[src/rtl/cpu_consts_pkg.sv]
// Shared CPU constants for the execute-side blocks.
// Contents: register index width, the execute function-code enum,
// and the tag carried through the issue controller's in-flight FIFO.
package cpu_consts;

  localparam int REG_IDX_W = 5;

  typedef enum logic [3:0] {
    FN_ADD  = 4'd0,
    FN_SUB  = 4'd1,
    FN_SLL  = 4'd2,
    FN_SLT  = 4'd3,
    FN_SLTU = 4'd4,
    FN_XOR  = 4'd5,
    FN_SRL  = 4'd6,
    FN_SRA  = 4'd7,
    FN_OR   = 4'd8,
    FN_AND  = 4'd9,
    FN_MUL  = 4'd10,
    FN_MULH = 4'd11,
    FN_DIV  = 4'd12,
    FN_DIVU = 4'd13,
    FN_REM  = 4'd14,
    FN_REMU = 4'd15
  } exu_func_e;

  // One in-flight instruction: destination register and whether it writes it.
  typedef struct packed {
    logic [REG_IDX_W-1:0] rd;
    logic                 rd_wr;
  } tag_t;

  localparam int TAG_W = $bits(tag_t);

  // True when the tag will actually update the register file (x0 never does).
  function automatic logic tag_writes(tag_t t);
    return t.rd_wr && (t.rd != '0);
  endfunction

endpackage

[src/rtl/exu_tag_fifo.sv]
// In-order FIFO of tags for instructions issued to execute but not yet retired.
// Ports:
//   clk, reset     clock, synchronous active-high reset
//   clear          drop all entries (pipeline flush); reset wins over clear
//   push, push_tag enqueue a tag
//   pop            dequeue the head (ignored while empty)
//   count          number of valid entries (0..DEPTH)
//   head           oldest entry
//   entries        all storage slots flattened, slot i at [i*TAG_W +: TAG_W]
//   entry_vld      per-slot valid mask, used with entries for the busy set
module exu_tag_fifo
  import cpu_consts::*;
#(
  parameter int DEPTH = 4
) (
  input  logic                       clk,
  input  logic                       reset,
  input  logic                       clear,
  input  logic                       push,
  input  logic [TAG_W-1:0]           push_tag,
  input  logic                       pop,
  output logic [$clog2(DEPTH):0]     count,
  output logic [TAG_W-1:0]           head,
  output logic [DEPTH*TAG_W-1:0]     entries,
  output logic [DEPTH-1:0]           entry_vld
);

  localparam int AW = $clog2(DEPTH);

  logic [TAG_W-1:0] mem [DEPTH];
  logic [AW-1:0]    rd_ptr;
  logic [AW-1:0]    wr_ptr;
  logic             pop_ok;
  logic [AW-1:0]    off;

  assign pop_ok = pop && (count != '0);

  always_ff @(posedge clk) begin
    if (reset || clear) begin
      rd_ptr <= '0;
      wr_ptr <= '0;
      count  <= '0;
    end else begin
      if (push)   wr_ptr <= wr_ptr + 1'b1;
      if (pop_ok) rd_ptr <= rd_ptr + 1'b1;
      case ({push, pop_ok})
        2'b10:   count <= count + 1'b1;
        2'b01:   count <= count - 1'b1;
        default: ;
      endcase
    end
  end

  always_ff @(posedge clk) begin
    if (push) mem[wr_ptr] <= push_tag;
  end

  assign head = mem[rd_ptr];

  // A slot is live when its distance from the read pointer (mod DEPTH)
  // is below the occupancy.
  always_comb begin
    entries   = '0;
    entry_vld = '0;
    off       = '0;
    for (int i = 0; i < DEPTH; i++) begin
      entries[i*TAG_W +: TAG_W] = mem[i];
      off          = AW'(i) - rd_ptr;
      entry_vld[i] = ({1'b0, off} < count);
    end
  end

endmodule

[src/rtl/exu_issue_ctrl.sv]
// Issue controller between decode and execute (ALU / MUL / DIV).
// Holds one instruction in an issue register, tracks issued-but-unretired
// instructions in an in-order tag FIFO, stalls decode on RAW hazards against
// them (no forwarding), and tags returning results with rd for writeback.
// Ports:
//   clk, reset, flush_i                       clock, sync reset, pipeline flush
//   dec_*                                     decode handshake and instruction fields
//   valid_instr_o, exu_ready_i, opr_*/exu_func_o/class bits   issue toward execute
//   valid_res_i, res_i, res_ready_o           result return from execute
//   wb_ready_i, wb_valid_o, wb_we_o, wb_rd_o, wb_data_o       writeback
module exu_issue_ctrl
  import cpu_consts::*;
#(
  parameter int DEPTH = 4,
  parameter int XLEN  = 64
) (
  input  logic                 clk,
  input  logic                 reset,
  input  logic                 flush_i,
  input  logic                 dec_valid_i,
  output logic                 dec_ready_o,
  input  logic [4:0]           dec_rs1_i,
  input  logic [4:0]           dec_rs2_i,
  input  logic                 dec_rs1_used_i,
  input  logic                 dec_rs2_used_i,
  input  logic [4:0]           dec_rd_i,
  input  logic                 dec_rd_wr_i,
  input  logic [XLEN-1:0]      dec_opr_a_i,
  input  logic [XLEN-1:0]      dec_opr_b_i,
  input  logic [3:0]           dec_func_i,
  input  logic                 dec_word_op_i,
  input  logic                 dec_mul_i,
  input  logic                 dec_div_i,
  output logic                 valid_instr_o,
  input  logic                 exu_ready_i,
  output logic [XLEN-1:0]      opr_a_o,
  output logic [XLEN-1:0]      opr_b_o,
  output logic [3:0]           exu_func_o,
  output logic                 word_op_o,
  output logic                 mul_instr_o,
  output logic                 div_instr_o,
  input  logic                 valid_res_i,
  input  logic [XLEN-1:0]      res_i,
  output logic                 res_ready_o,
  input  logic                 wb_ready_i,
  output logic                 wb_valid_o,
  output logic                 wb_we_o,
  output logic [4:0]           wb_rd_o,
  output logic [XLEN-1:0]      wb_data_o
);

  localparam int AW = $clog2(DEPTH);
  localparam int CW = AW + 2;

  logic                 vld_p0;
  logic [REG_IDX_W-1:0] rd_p0;
  logic                 rd_wr_p0;
  logic [XLEN-1:0]      opr_a_p0;
  logic [XLEN-1:0]      opr_b_p0;
  logic [3:0]           func_p0;
  logic                 word_p0;
  logic                 mul_p0;
  logic                 div_p0;

  logic                       iss_fire;
  logic                       dec_fire;
  logic                       res_fire;
  logic                       pop_eff;
  logic [AW:0]                count;
  logic [TAG_W-1:0]           head_raw;
  tag_t                       head_tag;
  tag_t                       push_tag;
  tag_t                       ent;
  logic [DEPTH*TAG_W-1:0]     entries;
  logic [DEPTH-1:0]           entry_vld;
  logic [(1<<REG_IDX_W)-1:0]  busy;
  logic                       hazard;
  logic [CW-1:0]              occ;
  logic                       room;

  assign iss_fire = vld_p0 & exu_ready_i;
  assign res_fire = valid_res_i & wb_ready_i;
  assign pop_eff  = res_fire & (count != '0);

  // Busy set: every live FIFO entry plus the issue register. The head is
  // still counted while it retires, so a dependant waits one extra cycle.
  always_comb begin
    busy = '0;
    ent  = '0;
    for (int i = 0; i < DEPTH; i++) begin
      ent = entries[i*TAG_W +: TAG_W];
      if (entry_vld[i] && tag_writes(ent)) busy[ent.rd] = 1'b1;
    end
    if (vld_p0 && rd_wr_p0 && (rd_p0 != '0)) busy[rd_p0] = 1'b1;
  end

  assign hazard = (dec_rs1_used_i & busy[dec_rs1_i]) |
                  (dec_rs2_used_i & busy[dec_rs2_i]);

  // Occupancy after this cycle's retire; the issue register counts as
  // in flight because it will push into the FIFO when it fires.
  assign occ  = CW'(count) + CW'(vld_p0) - CW'(pop_eff);
  assign room = (occ < CW'(DEPTH));

  assign dec_ready_o = ~reset & ~flush_i & ~hazard & (~vld_p0 | iss_fire) & room;
  assign dec_fire    = dec_valid_i & dec_ready_o;

  // Stage p0: issue register
  always_ff @(posedge clk) begin
    if (reset || flush_i) begin
      vld_p0 <= 1'b0;
    end else if (dec_fire) begin
      vld_p0 <= 1'b1;
    end else if (iss_fire) begin
      vld_p0 <= 1'b0;
    end
  end

  always_ff @(posedge clk) begin
    if (dec_fire) begin
      rd_p0    <= dec_rd_i;
      rd_wr_p0 <= dec_rd_wr_i;
      opr_a_p0 <= dec_opr_a_i;
      opr_b_p0 <= dec_opr_b_i;
      func_p0  <= dec_func_i;
      word_p0  <= dec_word_op_i;
      mul_p0   <= dec_mul_i;
      div_p0   <= dec_div_i;
    end
  end

  assign valid_instr_o = vld_p0;
  assign opr_a_o       = opr_a_p0;
  assign opr_b_o       = opr_b_p0;
  assign exu_func_o    = func_p0;
  assign word_op_o     = word_p0;
  assign mul_instr_o   = mul_p0;
  assign div_instr_o   = div_p0;

  assign push_tag = '{rd: rd_p0, rd_wr: rd_wr_p0};

  // Flush clears the FIFO, which also discards a push or pop in that cycle.
  exu_tag_fifo #(.DEPTH(DEPTH)) u_tag_fifo (
    .clk       (clk),
    .reset     (reset),
    .clear     (flush_i),
    .push      (iss_fire),
    .push_tag  (push_tag),
    .pop       (res_fire),
    .count     (count),
    .head      (head_raw),
    .entries   (entries),
    .entry_vld (entry_vld)
  );

  assign head_tag = head_raw;

  assign res_ready_o = wb_ready_i;
  assign wb_valid_o  = res_fire & ~flush_i & ~reset;
  assign wb_we_o     = wb_valid_o & tag_writes(head_tag);
  assign wb_rd_o     = head_tag.rd;
  assign wb_data_o   = res_i;

  // Execute must never return a result with nothing in flight.
  res_no_underflow: assert property (@(posedge clk) disable iff (reset || flush_i)
    !(res_fire && (count == '0)));

endmodule
[config.mk]
export PLATFORM = sky130hd
export DESIGN_NAME = exu_issue_ctrl
export DESIGN_NICKNAME = d
export VERILOG_FILES = /design/src/rtl/cpu_consts_pkg.sv /design/src/rtl/exu_tag_fifo.sv /design/src/rtl/exu_issue_ctrl.sv
export SDC_FILE = /design/constraint.sdc
export NUM_CORES = 1
export LEC_CHECK = 0
export CORE_AREA = 2 2 166 168
export DETAILED_ROUTE_END_ITERATION = 7
export DIE_AREA = 0 0 168 170
export HOLD_SLACK_MARGIN = 0.1
export PLACE_DENSITY_LB_ADDON = 0.05
export SLEW_MARGIN = 15
export SYNTH_ARGS = -nofsm -noshare
export SYNTH_HDL_FRONTEND = slang
export SYNTH_SLANG_ARGS = --single-unit
[constraint.sdc]
create_clock -name clk -period 27.5 [get_ports clk]
set_input_delay 4.125 -clock clk [delete_from_list [all_inputs] [get_ports clk]]
set_output_delay 4.125 -clock clk [all_outputs]
set_load 0.1 [all_outputs]
==> metrics.txt <==
first-pass GRT wire length=45,600 um; Die Y=170 um; Nets=1,158; relative slew slack=25.3%; pwr dens=54.9 nW/um^2; max frequency=81.5 MHz; core area=26,700 sq um; synthesized area per cell=12.7 sq um; # rows=60; Distinct cells, synth=81; TritonCTS clock tree=built; vias per cell=5.34; worst skew pair latency=0.43 ns; sequential element share of the synthesized area=59.6%; Worst Path Arrival=8.14 ns; Avg WL per Cell=24.4 um; Main synth FF type=edfxtp_1; CTS Buf Count=17; CP Launch Type=primary input; maximum clock insertion buffer count=2; setup TNS=0 ns; slew at the pin with the worst max-slew slack=1.12 ns; R2R cell count=14; DR iter-0 viols=547; peak supply drop=0.0000387 V; final worst path period need=12.27 ns; GR Util met3=8.70%; Ports=433; most frequent cells in the layout=clkdlybuf4s50_1, edfxtp_1, nor2_1; Post-Syn Nets=918; Initial Utilization=32.5%; vias in the first global route=7,080; GR peak layer=met2; antenna violations before repair=3; number of synthesized register bits=175; CP max FO=4; CTS root buffer=clkbuf_16; share of total power in combinational logic=18.0%; die area=28,600 sq um; worst setup path category=in -> out; Post-synth EDFFs=165; Worst Skew=0.0210 ns; outcome=finished clean; dpl hpwl=24,500 um; Clk network pwr share=36.1%; DP Cell Count=1,243; Synth warnings=0; Clock Sinks=175; met1 Use GR=24.9%; Placer Congestion=0.862; leakage=4.01 nW; drt total wl=31,200 um; detailed-route via count=6,826; setup violators final=0; Slew Viols, Final=0; FFs w/ async S/R, synth=0%; # hold bufs at CTS=0; Syn Inst Count=681; Hold Crit Class=reg -> reg; max cap viols=0; Die Width=168 um; Port Buffers=304; Layout Area Growth over Synthesis=40.8%; share of layout cells above drive strength 1=8.46%; Worst Path Required=23.37 ns; post-CTS setup buffer count=0; RSZ-0062 raised after global routing=no; most common cell after layout, fill and taps aside=clkdlybuf4s50_1; Seq pwr share=45.9%; CTS clk-pin slew, worst paths=0.08 ns; largest net degree at the start of global routing=73; final antenna-violating net count=0; non-filler cells in the finished layout=1,279; drt drc=0; cell area after synthesis=8650 sq um; DRT Pass-1 Iters=5; final hold vios=0; PostCTS Resize Cnt=0; gr usage total=21.7%; H-tree depth reported by CTS=4; period utilization=44.6%; Int Pwr=0.000463 W; Psw=0.000206 W; worst hold stages=2; Fill cells=2,399; Worst Setup End Kind=primary output; Sw Ratio=30.8%; GR Util met2=35.7%; global route overflow=0
-- cells by family after synthesis --
logic type | Yosys count | share of synthesized area [%]
xor gates and xnor gates | 7 | 0.709
DFF | 175 | 59.6
muxes | 9 | 2.07
buffers and inverters | 112 | 8.05
AOI/OAI and AO/OA | 129 | 12.6
adders and majority gates | 13 | 1.97
and+or+nand+nor | 236 | 15.1
-- final timing paths --
| path | from | end | slack (ns) |
|---|---|---|---|
| worst max register to register | u_tag_fifo.count[1] | opr_a_o[16] | 21.66 |
| worst min register to register | u_tag_fifo.wr_ptr[1] | u_tag_fifo.wr_ptr[1] | 0.52 |
| worst max-delay path | wb_ready_i | dec_ready_o | 15.23 |
| worst min-delay path | u_tag_fifo.wr_ptr[1] | u_tag_fifo.wr_ptr[1] | 0.52 |
-- power by group through the flow --
stage	Combinational (W)	Clock, W	Sequential (W)
global placement	0.000121	0	0.000313
CTS	0.000121	0.000250	0.000307
finish	0.000120	0.000242	0.000307
detailed placement	0.000121	0	0.000313
global route	0.000124	0.000260	0.000308
floorplan	0.0000619	0	0.000373
-- area by class of cell --
type / instances / area [sq um] / area share [%]
sequential: 175 / 5150 / 42.3
timing repair buffer: 313 / 3110 / 25.5
multi-input combinational: 394 / 2810 / 23.0
clock buffer: 18 / 429 / 3.52
tap: 341 / 427 / 3.50
clock inverter: 14 / 168 / 1.38
inverter: 20 / 75.1 / 0.616
antenna: 4 / 10.0 / 0.0822
-- metrics by stage --
step | utilization (%) | power, W | area [sq um] | hold slack, ns | setup slack, ns
final | 45.7 | 0.000669 | 12200 | 0.516 | 15.23
after global routing | 45.7 | 0.000693 | 12200 | 0.539 | 15.03
after CTS | 45.7 | 0.000679 | 12200 | 0.513 | 15.22
after detailed placement | 43.4 | 0.000434 | 11600 | 0.501 | 15.20
after global placement | 43.4 | 0.000434 | 11600 | 0.482 | 15.22
after floorplan | - | 0.000434 | 8650 | 0.469 | 10.94
-- worst max-delay path, stage by stage --
cell and delay [ns]:
clkdlybuf4s50_1 0.48, nand2_1 0.13, a31oi_1 0.35, ha_1 0.21, inv_1 0.04, ha_1 0.26, a31oi_1 0.21, a22o_1 0.17
nand3b_1 0.12, a311o_1 0.34, nor4bb_1 0.32, a211oi_2 0.12, nor2_1 0.13, clkdlybuf4s50_1 1.14
-- flip-flops by register name (all words and copies together), names as in the netlist, named ones only --
signal and count:
opr_a_o 64, div_instr_o 1, opr_b_o 64, mul_instr_o 1
word_op_o 1, u_tag_fifo.wr_ptr 2, exu_func_o 4, u_tag_fifo.rd_ptr 2
u_tag_fifo.mem 24, rd_wr_p0 1, valid_instr_o 1, u_tag_fifo.count 3
rd_p0 5
-- layer usage --
| metal | wire, um | up-vias |
|---|---|---|
| met5 | 13 | - |
| li1 | - | 3064 |
| met2 | 15300 | 411 |
| met1 | 11700 | 3271 |
| met3 | 3220 | 78 |
| met4 | 993 | 2 |
-- Yosys cell counts, types with 4 or more instances --
cell type / instances / area (sq um)
nor3b_1: 12 / 90.1
a211oi_2: 5 / 62.6
nand2b_1: 7 / 43.8
nand3b_1: 10 / 75.1
a22o_1: 4 / 35.0
a2111oi_2: 4 / 60.1
nor3_1: 15 / 75.1
a211oi_1: 5 / 37.5
a21oi_1: 22 / 110
buf_6: 4 / 45.0
a221oi_1: 6 / 52.6
xnor2_1: 5 / 43.8
ha_1: 12 / 150
edfxtp_1: 165 / 4950
clkbuf_1: 21 / 78.8
nor2b_1: 4 / 25.0
o22ai_1: 4 / 25.0
dfxtp_1: 10 / 200
a22oi_1: 20 / 150
and2b_1: 4 / 30.0
nor2_1: 49 / 184
or3_1: 4 / 25.0
and3_1: 12 / 75.1
buf_4: 65 / 488
nand3_1: 16 / 80.1
nor4_1: 13 / 81.3
and3b_1: 4 / 35.0
nand2_1: 46 / 173
nand4_1: 16 / 100
or3b_2: 6 / 52.6
o21ai_0: 12 / 60.1
mux4_2: 7 / 158
inv_1: 20 / 75.1
Note: power is estimated with default switching activity, not from simulation.
